$ cat config.mk
export PLATFORM = sky130hd
export DESIGN_NAME = hilo_ctrl
export DESIGN_NICKNAME = d
export VERILOG_FILES = /design/src/rtl/hilo_ctrl.sv
export SDC_FILE = /design/constraint.sdc
export NUM_CORES = 1
export LEC_CHECK = 0
export ABC_AREA = 1
export BUFFER_PORTS_ARGS = -buffer_cell sky130_fd_sc_hd__buf_2
export CAP_MARGIN = 10
export CELL_PAD_IN_SITES_DETAIL_PLACEMENT = 1
export CELL_PAD_IN_SITES_GLOBAL_PLACEMENT = 2
export CORE_UTILIZATION = 27
export DETAILED_ROUTE_END_ITERATION = 16
export GPL_TIMING_DRIVEN = 1
export PLACE_DENSITY_LB_ADDON = 0.1
export SLEW_MARGIN = 10
export SYNTH_ARGS = -nofsm -noshare
export SYNTH_HDL_FRONTEND = slang
export SYNTH_SLANG_ARGS = --single-unit
$ cat constraint.sdc
create_clock -name clk -period 12.35 [get_ports clk]
set_clock_uncertainty 0.1 [all_clocks]
set_input_delay 3.0875 -clock clk [delete_from_list [all_inputs] [get_ports clk]]
set_output_delay 3.0875 -clock clk [all_outputs]
set_load 0.02 [all_outputs]
$ cat src/rtl/hilo_ctrl.sv
// hilo_ctrl: EX-stage HI/LO controller for multiply/divide.
// Starts the iterative multiplier (and the divider when HILO_DIV_EN is
// defined), stalls EX until the unit reports ready, then writes HI/LO.
// Also performs MTHI/MTLO writes and drives the MFHI/MFLO read data.
// Optional feature macro: HILO_DIV_EN (divider ports and DIV_WAIT state).
// Without HILO_DIV_EN, DIV/DIVU take one cycle, do not stall, and leave
// HI/LO unchanged.
module hilo_ctrl (
  input  logic        clk,
  input  logic        rst,
  input  logic        ex_valid_i,
  input  logic [3:0]  ex_op_i,
  input  logic [31:0] rs_i,
  input  logic [31:0] rt_i,
  input  logic        flush_i,
  output logic        stall_o,
  output logic        mul_start_o,
  output logic        mul_signed_o,
  output logic [31:0] mul_a_o,
  output logic [31:0] mul_b_o,
  input  logic [63:0] mul_result_i,
  input  logic        mul_ready_i,
`ifdef HILO_DIV_EN
  output logic        div_start_o,
  output logic        div_signed_o,
  output logic [31:0] div_a_o,
  output logic [31:0] div_b_o,
  input  logic [63:0] div_result_i,
  input  logic        div_ready_i,
`endif
  output logic [31:0] mf_data_o,
  output logic [31:0] hi_o,
  output logic [31:0] lo_o
);

  localparam logic [3:0] OP_MULT  = 4'd1;
  localparam logic [3:0] OP_MULTU = 4'd2;
`ifdef HILO_DIV_EN
  localparam logic [3:0] OP_DIV   = 4'd3;
  localparam logic [3:0] OP_DIVU  = 4'd4;
`endif
  localparam logic [3:0] OP_MTHI  = 4'd5;
  localparam logic [3:0] OP_MTLO  = 4'd6;
  localparam logic [3:0] OP_MFHI  = 4'd7;
  localparam logic [3:0] OP_MFLO  = 4'd8;

`ifdef HILO_DIV_EN
  typedef enum logic [1:0] {IDLE, MUL_WAIT, DIV_WAIT} state_e;
`else
  typedef enum logic [1:0] {IDLE, MUL_WAIT} state_e;
`endif

  state_e      state_q, state_d;
  logic        issue_ok;
  logic        is_mul;
  logic        mul_start_d, mul_signed_d;
  logic [31:0] mul_a_d, mul_b_d;
  logic [31:0] hi_d, lo_d;
`ifdef HILO_DIV_EN
  logic        is_div;
  logic        div_start_d, div_signed_d;
  logic [31:0] div_a_d, div_b_d;
`endif

  // Decode helpers: an instruction may only act in IDLE and when not killed.
  assign issue_ok = (state_q == IDLE) && ex_valid_i && !flush_i;
  assign is_mul   = (ex_op_i == OP_MULT) || (ex_op_i == OP_MULTU);
`ifdef HILO_DIV_EN
  assign is_div   = (ex_op_i == OP_DIV) || (ex_op_i == OP_DIVU);
`endif

  // State register.
  always_ff @(posedge clk or posedge rst) begin
    if (rst) state_q <= IDLE;
    else     state_q <= state_d;
  end

  // Next state, next register values and the combinational stall.
  // Ready is only looked at in the wait states, so the unit's ready that
  // lingers into the first IDLE cycle cannot cause a second HI/LO write.
  always_comb begin
    state_d      = state_q;
    stall_o      = 1'b0;
    mul_start_d  = mul_start_o;
    mul_signed_d = mul_signed_o;
    mul_a_d      = mul_a_o;
    mul_b_d      = mul_b_o;
    hi_d         = hi_o;
    lo_d         = lo_o;
`ifdef HILO_DIV_EN
    div_start_d  = div_start_o;
    div_signed_d = div_signed_o;
    div_a_d      = div_a_o;
    div_b_d      = div_b_o;
`endif
    case (state_q)
      IDLE: begin
        if (issue_ok) begin
          if (is_mul) begin
            stall_o      = 1'b1;
            mul_start_d  = 1'b1;
            mul_signed_d = (ex_op_i == OP_MULT);
            mul_a_d      = rs_i;
            mul_b_d      = rt_i;
            state_d      = MUL_WAIT;
          end
`ifdef HILO_DIV_EN
          else if (is_div) begin
            stall_o      = 1'b1;
            div_start_d  = 1'b1;
            div_signed_d = (ex_op_i == OP_DIV);
            div_a_d      = rs_i;
            div_b_d      = rt_i;
            state_d      = DIV_WAIT;
          end
`endif
          else if (ex_op_i == OP_MTHI) begin
            hi_d = rs_i;
          end else if (ex_op_i == OP_MTLO) begin
            lo_d = rs_i;
          end
        end
      end
      MUL_WAIT: begin
        if (flush_i) begin
          mul_start_d = 1'b0;
          state_d     = IDLE;
        end else if (mul_ready_i) begin
          hi_d        = mul_result_i[63:32];
          lo_d        = mul_result_i[31:0];
          mul_start_d = 1'b0;
          state_d     = IDLE;
        end else begin
          stall_o = 1'b1;
        end
      end
`ifdef HILO_DIV_EN
      DIV_WAIT: begin
        if (flush_i) begin
          div_start_d = 1'b0;
          state_d     = IDLE;
        end else if (div_ready_i) begin
          hi_d        = div_result_i[63:32];
          lo_d        = div_result_i[31:0];
          div_start_d = 1'b0;
          state_d     = IDLE;
        end else begin
          stall_o = 1'b1;
        end
      end
`endif
      default: state_d = IDLE;
    endcase
  end

  // Unit request and architectural HI/LO registers.
  always_ff @(posedge clk or posedge rst) begin
    if (rst) begin
      mul_start_o  <= 1'b0;
      mul_signed_o <= 1'b0;
      mul_a_o      <= '0;
      mul_b_o      <= '0;
      hi_o         <= '0;
      lo_o         <= '0;
`ifdef HILO_DIV_EN
      div_start_o  <= 1'b0;
      div_signed_o <= 1'b0;
      div_a_o      <= '0;
      div_b_o      <= '0;
`endif
    end else begin
      mul_start_o  <= mul_start_d;
      mul_signed_o <= mul_signed_d;
      mul_a_o      <= mul_a_d;
      mul_b_o      <= mul_b_d;
      hi_o         <= hi_d;
      lo_o         <= lo_d;
`ifdef HILO_DIV_EN
      div_start_o  <= div_start_d;
      div_signed_o <= div_signed_d;
      div_a_o      <= div_a_d;
      div_b_o      <= div_b_d;
`endif
    end
  end

  // MFHI/MFLO read data straight from the architectural registers.
  always_comb begin
    mf_data_o = '0;
    if (ex_valid_i && (ex_op_i == OP_MFHI))      mf_data_o = hi_o;
    else if (ex_valid_i && (ex_op_i == OP_MFLO)) mf_data_o = lo_o;
  end

endmodule

==> metrics.csv, run 1 <==
metric,value,unit
firstDrtPassIters,4,
setup.worst_path.class,in2out,
clockPowerShare,31.2,%
drtIter0Drc,286,
p_leak,5.195,nW
grt_pass1_wl,37950,um
crit_path_top_delay_cell,nand4_1,
status,"complete, no violations",
clk_latency,0.41,ns
vdd_drop_max,0.00007040,V
crit_start,ex_op_i[2],
drcViolationCount,0,
antenna_found_initial,4,
postCtsSetupBuffers,0,
mostFrequentLayoutCell,nand2_1,
mostFrequentLayoutCells,"364 x nand2_1, 299 x buf_2, 130 x inv_1, 129 x dfrtp_1, 40 x o21ai_1",
dieArea,0.02469,mm2
gp_congestion,0.7551,
r2r_cells,7,
final_max_slew_viol_count,0,
maxCapViolCount,0,
synth_area_leader_cell,dfrtp_1,
num_rows,56,
cts_max_path_buffers,2,
rsz0062_at_grt,no,
grt_pass1_vias,6562,
clock_sinks,130,
place_inst,1435,
ios,300,
nNetsFinal,1272,
drive_above_1_share,32.75,%
finalHoldViolations,0,
cts_resized,0,
ys_types,21,
finalNonFillerCells,1471,
hp-class,reg2reg,
seq_power_share,39.1,%
post-dp-hpwl,17450,um
tns,0,ns
yosys_warnings,0,
start_util,27.60,%
swShare,38.38,%
finalPower,1.587,mW
synth_area,0.006497,mm2
wl_per_cell,17.01,um
antenna_left,0,
chipHeight,157.1,um
cpMostUsedCell,buf_2,
rrSetupSlack,8.83,ns
internal_power,978.1,uW
cp-start-kind,input pin,
vias,6468,
crit_end,mf_data_o[4],
power_frac_comb,29.7,%
path_delay_family,buffers and inverters,
path_clk_slew,0.06,ns
cts_root_buf,clkbuf_16,
grt.overflow.total,0,
worst_setup_path_end_kind,primary output,
grt_max_degree,81,
yosysSeqAreaShare,50.07,%
synth_top_cell_area_share,50.07,%
cts_made_buffers,17,
holdBufCountCts,0,
core,0.02354,mm2
ys_top_cells_by_area,"dfrtp_1 50%, nand2_1 21%, inv_1 7.6%",
p_switching,609.2,uW
period_needed,8.125,ns
worstPathMaxFanout,19,
die_w,157.1,um
synth_nets,995,
worst_ep_arrival_time,4.94,ns
grt.total_usage,20.62,%
worst_slack,4.225,ns
place_ws,4.211,ns
fmax,123.1,MHz
period_share,65.79,%
cts_tree,built,
path_cells,buf_2 -> inv_2 -> nor2_1 -> nand4_1 -> buf_4 -> o22ai_1 -> buf_2,
reg2reg_to,hi_o[1],
worst_slew_pin_slew,1.062,ns
rr_startpoint,mul_start_o,
port_buffers,299,
syn_avg_cell_area,7.573,um2
cp.required,9.16,ns
crit_buf_inv,4,
viasPerCell,4.397,
postSynthCellCount,858,
cpPeakStageDelay,0.64,ns
syn_to_final_growth,35.59,%
drt_wl_total,25030,um
cp.depth,7,
htreeDepth,4,
ys_seq_elements,130,
setup_violations,0,
max-slew-margin-rel,29.17,%
cellPowerDensity,180.2,mW/mm2
## worst min-delay path, delay by kind of cell (launching register included)
family	cells	cell delay, ns
AO/OA/AOI/OAI	1	0.05
AND/OR/NAND/NOR	1	0.06
flip-flops	1	0.34
## metrics by stage
| step | cell area [um2] | hold slack (ns) | utilization, % |
|---|---|---|---|
| 5_1_grt | 8807 | 0.4033 | 37.41 |
| 2_1_floorplan | 6497 | 0.4888 | - |
| 3_5_place_dp | 8229 | 0.3640 | 34.95 |
| 3_3_place_gp | 8229 | 0.3593 | 34.95 |
| 6_report | 8810 | 0.3766 | 37.42 |
| 4_1_cts | 8800 | 0.3816 | 37.38 |
## Yosys cell counts (all sizes together)
cell type and count:
nor3 1, nand2 364, nor2 5, nand3 34
o22ai 32, nand4 35, o21ai 67, inv 136
a21oi 2, o21bai 1, buf 37, dfrtp 130
clkbuf 14
## final cells by class
class                           count  area [um2]
Inverter                          136       515.5
Timing Repair Buffer              309        1572
Antenna cell                        4       10.01
Clock buffer                       18       439.2
Clock inverter                     14       131.4
Fill cell                        3019       14730
Multi-Input combinational cell    541        2489
Tap cell                          319       399.1
Sequential cell                   130        3254
## worst min-delay path by stage
stage,startpoint,to,slack [ns],depth (start not counted)
final,mul_b_o[8],mul_b_o[8],0.38,2
after detailed placement,mul_b_o[5],mul_b_o[5],0.36,2
after floorplan,mul_a_o[15],mul_a_o[15],0.49,2
after global routing,mul_b_o[3],mul_b_o[3],0.40,2
after CTS,mul_b_o[5],mul_b_o[5],0.38,2
after global placement,mul_b_o[0],mul_b_o[0],0.36,2
## metal layers
metal	wire [um]	part of all wire (%)	GRT usage (%)
met4	426	1.7	6.426
met2	11930	48	34.62
met5	0	0	0
met1	11210	45	25.85
met3	1459	5.8	5.286
## registers in the layout, summed over array words and instances, names as in the netlist
name,cells
mul_b_o,32
hi_o,32
lo_o,32
mul_a_o,32
mul_start_o,1
mul_signed_o,1
## power by group through the flow
stage | Clock, mW | Sequential (mW) | Combinational, mW
after floorplan | 0 | 0.746 | 0.151
after global placement | 0 | 0.627 | 0.474
after detailed placement | 0 | 0.629 | 0.479
after CTS | 0.508 | 0.624 | 0.480
after global routing | 0.529 | 0.638 | 0.521
final | 0.495 | 0.621 | 0.471
## kinds of logic (layout without fill, tap and decap cells)
family / count (synthesis) / count (layout) / synth area share [%]
flip-flops: 130 / 130 / 50.07
buffers and inverters: 187 / 477 / 12.42
AND/OR/NAND/NOR: 439 / 439 / 27.56
other: 0 / 4 / 0
AO/OA/AOI/OAI: 102 / 102 / 9.956
Power figures use the tool's default switching activity.
==> run 2, diff against run 1 <==
--- a/config.mk
+++ b/config.mk
@@ -10,7 +10,7 @@
 export CAP_MARGIN = 10
 export CELL_PAD_IN_SITES_DETAIL_PLACEMENT = 1
 export CELL_PAD_IN_SITES_GLOBAL_PLACEMENT = 2
-export CORE_UTILIZATION = 27
+export CORE_UTILIZATION = 25
 export DETAILED_ROUTE_END_ITERATION = 16
 export GPL_TIMING_DRIVEN = 1
 export PLACE_DENSITY_LB_ADDON = 0.1
==> constraint.sdc (replaced) <==
create_clock -name clk -period 7.9 [get_ports clk]
set_clock_uncertainty 0.1 [all_clocks]
set_input_delay 1.975 -clock clk [delete_from_list [all_inputs] [get_ports clk]]
set_output_delay 1.975 -clock clk [all_outputs]
set_load 0.02 [all_outputs]
==> run 2 against run 1 <==
Critical endpoint is now mf_data_o[26]. Combinational power grew 56%. Non-clock buffer count is the same. Largest power group unchanged. Final cell count grew 0.61%. Sequential power grew 56%. Cell area grew 0.38%. Largest cell class unchanged. Core utilization shrank 2.5 points. Count of clock-buffer cells in the layout is the same.
==> metrics.csv, run 2 (synthesized netlist as in run 1, its figures left out) <==
metric,value,unit,change
core,0.02533,mm2,+7.6%
cts_max_path_buffers,2,,unchanged
dieArea,0.02664,mm2,+7.9%
drt_wl_total,25400,um,+1.5%
antenna_left,0,,unchanged
period_share,72.91,%,
hp-class,reg2reg,,
mostFrequentLayoutCells,"363 x nand2_1, 299 x buf_2, 130 x inv_1, 129 x dfrtp_1, 40 x o21ai_1",,
clock_sinks,130,,unchanged
status,"complete, no violations",,
grt_pass1_vias,6479,,-1.3%
cp-start-kind,input pin,,
grt.overflow.total,0,,unchanged
chipHeight,163.2,um,+3.9%
drtIter0Drc,344,,+20%
worst_setup_path_end_kind,primary output,,
worst_slew_pin_slew,0.9230,ns,-0.1394 ns
ios,300,,unchanged
num_rows,58,,+3.6%
mostFrequentLayoutCell,nand2_1,,
wl_per_cell,17.16,um,+0.87%
max-slew-margin-rel,38.46,%,+9.3 points
finalHoldViolations,0,,unchanged
firstDrtPassIters,4,,unchanged
holdBufCountCts,0,,unchanged
p_leak,5.209,nW,+0.28%
hold_ws,0.3784,ns,+0.001858 ns
syn_to_final_growth,36.11,%,
final_cell_area,0.008843,mm2,+0.38%
setup_violations,0,,unchanged
tns,0,ns,unchanged
cts_tree,built,,
drive_above_1_share,32.84,%,+0.087 points
cts_root_buf,clkbuf_16,,
antenna_found_initial,5,,+1
finalPower,2.510,mW,+58%
rsz0062_at_grt,no,,
grt_max_degree,83,,+2.5%
worst_ep_arrival_time,3.68,ns,-1.26 ns
final_max_slew_viol_count,0,,unchanged
htreeDepth,4,,unchanged
die_w,163.2,um,+3.9%
fmax,173.6,MHz,
grt.total_usage,19.49,%,-1.1 points
maxCapViolCount,0,,unchanged
path_clk_slew,0.06,ns,about the same
worstPathMaxFanout,32,,+13
cts_made_buffers,17,,unchanged
start_util,25.65,%,-1.9 points
clk_latency,0.41,ns,about the same
placed_area,0.008245,mm2,+0.20%
cellPowerDensity,283.9,mW/mm2,+58%
post-dp-hpwl,17640,um,+1.1%
port_buffers,299,,unchanged
setup.worst_path.class,in2out,,
postCtsSetupBuffers,0,,unchanged
grt_pass1_wl,38780,um,+2.2%
nNetsFinal,1272,,unchanged
cp.required,5.83,ns,-3.33 ns
drcViolationCount,0,,unchanged
gp_congestion,0.7619,,+0.90%
vdd_drop_max,0.00009514,V,+35%
utilization,34.92,%,-2.5 points
vias,6460,,-0.12%
viasPerCell,4.365,,-0.73%
period_needed,5.760,ns,
cts_resized,0,,unchanged
## run 2: changes by cell type in the layout (fill, tap and decap cells not counted)
cell        previous run  this run
nand2_1              364       363
nand2_2                0         1
diode_2                4         2
bufinv_16              1         2
clkinvlp_4             4         3
## run 2: path summary, 6_finish.rpt
check / slack, ns / cells past startpoint / endpoint / startpoint
worst max-delay path: 2.14 / 5 / mf_data_o[26] / ex_op_i[0]
worst min-delay path: 0.38 / 2 / mul_b_o[0] / mul_b_o[0]
worst max register to register: 4.68 / 8 / hi_o[30] / mul_start_o
worst min register to register: 0.38 / 2 / mul_b_o[0] / mul_b_o[0]
max in group asynchronous: 4.84 / 3 / mul_start_o / rst
min in group asynchronous: 1.58 / 2 / mul_b_o[15] / rst
## run 2: area by class of cell
cell class              instances  area [um2]
repair buffers                309        1572
clock buffers                  18       439.2
clock inverters                14       153.9
well taps                     330       412.9
inverters                     136       515.5
fillers                      3221       16480
multi-input cells             541        2491
flip-flops and latches        130        3254
diodes                          2       5.005
## run 2: worst max-delay path: stages
cell,delay [ns]
buf_2,0.14
nor3_1,0.23
nand3_2,0.72
o22ai_1,0.39
buf_2,0.22
## run 2: metrics by stage
step	instances	worst slack [ns]
detailed placement	1446	2.110
CTS	1478	2.107
floorplan	858	2.356
global placement	1446	2.190
finish	1480	2.140
global route	1480	1.946
## run 2: per-layer routing
metal	GRT usage, %	wire length (um)	share of wire, %
met5	0	37	0.15
met4	4.503	164	0.65
met2	32.30	12140	48
met1	25.12	11590	46
met3	5.206	1468	5.8
## run 2: power by group
part / switching [mW] / total (mW) / internal [mW]
sequential: 0.134 / 0.971 / 0.837
combinational: 0.489 / 0.735 / 0.246
clock: 0.327 / 0.804 / 0.477
==> run 3, diff against run 2 <==
--- a/config.mk
+++ b/config.mk
@@ -5,7 +5,7 @@
 export SDC_FILE = /design/constraint.sdc
 export NUM_CORES = 1
 export LEC_CHECK = 0
-export ABC_AREA = 1
+export ABC_AREA = 0
 export BUFFER_PORTS_ARGS = -buffer_cell sky130_fd_sc_hd__buf_2
 export CAP_MARGIN = 10
 export CELL_PAD_IN_SITES_DETAIL_PLACEMENT = 1
==> constraint.sdc (replaced) <==
create_clock -name clk -period 4.7 [get_ports clk]
set_clock_uncertainty 0.1 [all_clocks]
set_input_delay 1.175 -clock clk [delete_from_list [all_inputs] [get_ports clk]]
set_output_delay 1.175 -clock clk [all_outputs]
set_load 0.02 [all_outputs]
==> run 3 against run 2 <==
Sequential power up 69%. Via count down 23%. Worst setup slack worse by 1.2 ns.
==> metrics.csv, run 3 <==
metric,value,unit,change
status,"complete, no violations",,
max-slew-margin-rel,33.60,%,-4.9 points
hold_ws,0.4000,ns,+0.02161 ns
synth_area,0.005936,mm2,-8.6%
drcViolationCount,0,,unchanged
setup_violations,0,,unchanged
syn_to_final_growth,41.65,%,
period_needed,3.738,ns,
cts_resized,0,,unchanged
rsz0062_at_grt,no,,
drt_wl_total,19720,um,-22%
antenna_found_initial,6,,+1
clk_latency,0.41,ns,about the same
ys_top_cells_by_area,"dfrtp_1 55%, mux2_2 24%, nand2_1 8.3%",,
reg2reg_to,hi_o[13],,
final_cell_area,0.008408,mm2,-4.9%
crit_buf_inv,3,,+1
met2WireLength,9575,um,-21%
ys_seq_elements,130,,unchanged
hp-class,reg2reg,,
worst_ep_arrival_time,2.46,ns,-1.22 ns
start_util,25.36,%,-0.29 points
drtIter0Drc,185,,-46%
die_w,156.1,um,-4.4%
finalHoldViolations,0,,unchanged
antenna_left,0,,unchanged
mostFrequentLayoutCell,buf_2,,
num_rows,56,,-3.4%
crit_start,ex_op_i[3],,
worst_slack,0.9619,ns,-1.179 ns
ys_types,22,,+4.8%
core,0.02340,mm2,-7.6%
cts_tree,built,,
chipHeight,156.1,um,-4.4%
port_buffers,299,,unchanged
yosys_warnings,0,,unchanged
worst_slew_pin_slew,0.9960,ns,+0.07298 ns
synth_area_leader_cell,dfrtp_1,,
grt.overflow.total,0,,unchanged
gp_congestion,0.7805,,+2.4%
fillers,2721,,-16%
finalPower,4.169,mW,+66%
async_flop_share,100.0,%,unchanged
regArea,0.003254,mm2,unchanged
synth_top_cell_area_share,54.81,%,+4.7 points
mostFrequentLayoutCells,"299 x buf_2, 131 x nand2_1, 129 x dfrtp_1, 128 x mux2_2, 34 x nand2b_1",,
rr_startpoint,mul_start_o,,
top_layer_used,met5,,
rrSetupSlack,1.84,ns,-2.84 ns
postSynthCellCount,502,,-41%
worstPathMaxFanout,32,,unchanged
p_leak,4.420,nW,-15%
firstDrtPassIters,4,,unchanged
drive_above_1_share,58.45,%,+26 points
dr_wl_met3,1591,um,+8.4%
wl_met1,8286,um,-29%
path_delay_family,buffers and inverters,,
ios,300,,unchanged
tns,0,ns,unchanged
grt.total_usage,16.57,%,-2.9 points
cp.depth,6,,+1
cts_max_path_buffers,2,,unchanged
vias,4994,,-23%
worst_setup_path_end_kind,primary output,,
viasPerCell,4.412,,+1.1%
syn_avg_cell_area,11.82,um2,+56%
yosysSeqAreaShare,54.81,%,+4.7 points
holdBufCountCts,0,,unchanged
cpPeakStageDelay,0.39,ns,-0.33 ns
crit_end,mf_data_o[7],,
synthMostInstantiatedCell,nand2_1,,
final_max_slew_viol_count,0,,unchanged
netlist_top_cells_count,"131 x nand2_1, 130 x dfrtp_1, 128 x mux2_2",,
maxCapViolCount,0,,unchanged
post-dp-hpwl,14190,um,-20%
grt_max_degree,75,,-9.6%
synth_nets,639,,-36%
dieArea,0.02436,mm2,-8.5%
vdd_drop_max,0.0002257,V,+140%
r2r_cells,5,,-3
grt_pass1_vias,5288,,-18%
wl_per_cell,17.42,um,+1.5%
grt_pass1_wl,30380,um,-22%
path_clk_slew,0.06,ns,about the same
crit_path_top_delay_cell,buf_4,,
multi_input_area,0.002572,mm2,+3.3%
path_cells,buf_2 -> nand2b_1 -> nor2_4 -> buf_4 -> a22o_1 -> buf_2,,
postCtsSetupBuffers,0,,unchanged
cts_root_buf,clkbuf_16,,
place_ws,0.9675,ns,-1.142 ns
setup.worst_path.class,in2out,,
cpMostUsedCell,buf_2,,
period_share,79.54,%,
cts_made_buffers,17,,unchanged
clock_sinks,130,,unchanged
fmax,267.5,MHz,
cp-start-kind,input pin,,
htreeDepth,4,,unchanged
cp.required,3.42,ns,-2.41 ns
synth_edf_count,0,,unchanged
cellPowerDensity,495.9,mW/mm2,+75%
placed_area,0.007802,mm2,-5.4%
yosys_most_used_dff,dfrtp_1,,
nNetsFinal,935,,-26%
[run 3: final cells by class]
type | instances | area share [%]
Sequential cell | 130 | 38.71
Clock inverter | 15 | 2.083
Multi-Input combinational cell | 341 | 30.60
Clock buffer | 17 | 5.060
Inverter | 1 | 0.08929
Timing Repair Buffer | 307 | 18.66
Tap cell | 319 | 4.747
Antenna cell | 2 | 0.05952
[run 3: logic make-up (layout without fill, tap and decap cells)]
kind of cell / after synthesis / in the layout / share of synthesized area (%)
AO/OA/AOI/OAI: 38 / 38 / 5.460
XOR/XNOR: 1 / 1 / 0.1476
buffers and inverters: 31 / 340 / 2.466
flip-flops: 130 / 130 / 54.81
multiplexers: 129 / 129 / 24.45
other: 0 / 2 / 0
AND/OR/NAND/NOR: 173 / 173 / 12.67
[run 3: power breakdown]
| group | total [mW] | internal, mW | switching, mW |
|---|---|---|---|
| clock | 1.37 | 0.801 | 0.566 |
| sequential | 1.64 | 1.42 | 0.218 |
| combinational | 1.17 | 0.485 | 0.682 |
| total | 4.17 | 2.70 | 1.47 |
[run 3: worst min path at each step]
stage	start	endpoint	slack, ns	cells after the start
finish	mul_b_o[13]	mul_b_o[13]	0.40	1
global route	mul_a_o[13]	mul_a_o[13]	0.41	1
CTS	mul_signed_o	mul_signed_o	0.40	2
detailed placement	mul_signed_o	mul_signed_o	0.38	2
global placement	mul_signed_o	mul_signed_o	0.37	2
floorplan	mul_signed_o	mul_signed_o	0.49	2
[run 3: worst reg2reg max path, cell delays in order, from the launching register on]
cell      delay [ns]
dfrtp_2         0.79
nor3_1          0.18
a211oi_1        0.66
o21ai_4         0.35
buf_4           0.35
mux2_2          0.32
[run 3: routing by layer]
metal	global-route usage [%]	up-vias
met5	0	-
met4	4.482	8
met3	6.250	22
met2	27.91	201
met1	19.65	2443
li1	-	2320
[run 3: through the flow]
| step | util (%) | cells |
|---|---|---|
| finish | 35.93 | 1132 |
| CTS | 35.91 | 1130 |
| global placement | 33.34 | 1098 |
| floorplan | - | 502 |
| global route | 35.92 | 1131 |
| detailed placement | 33.34 | 1098 |
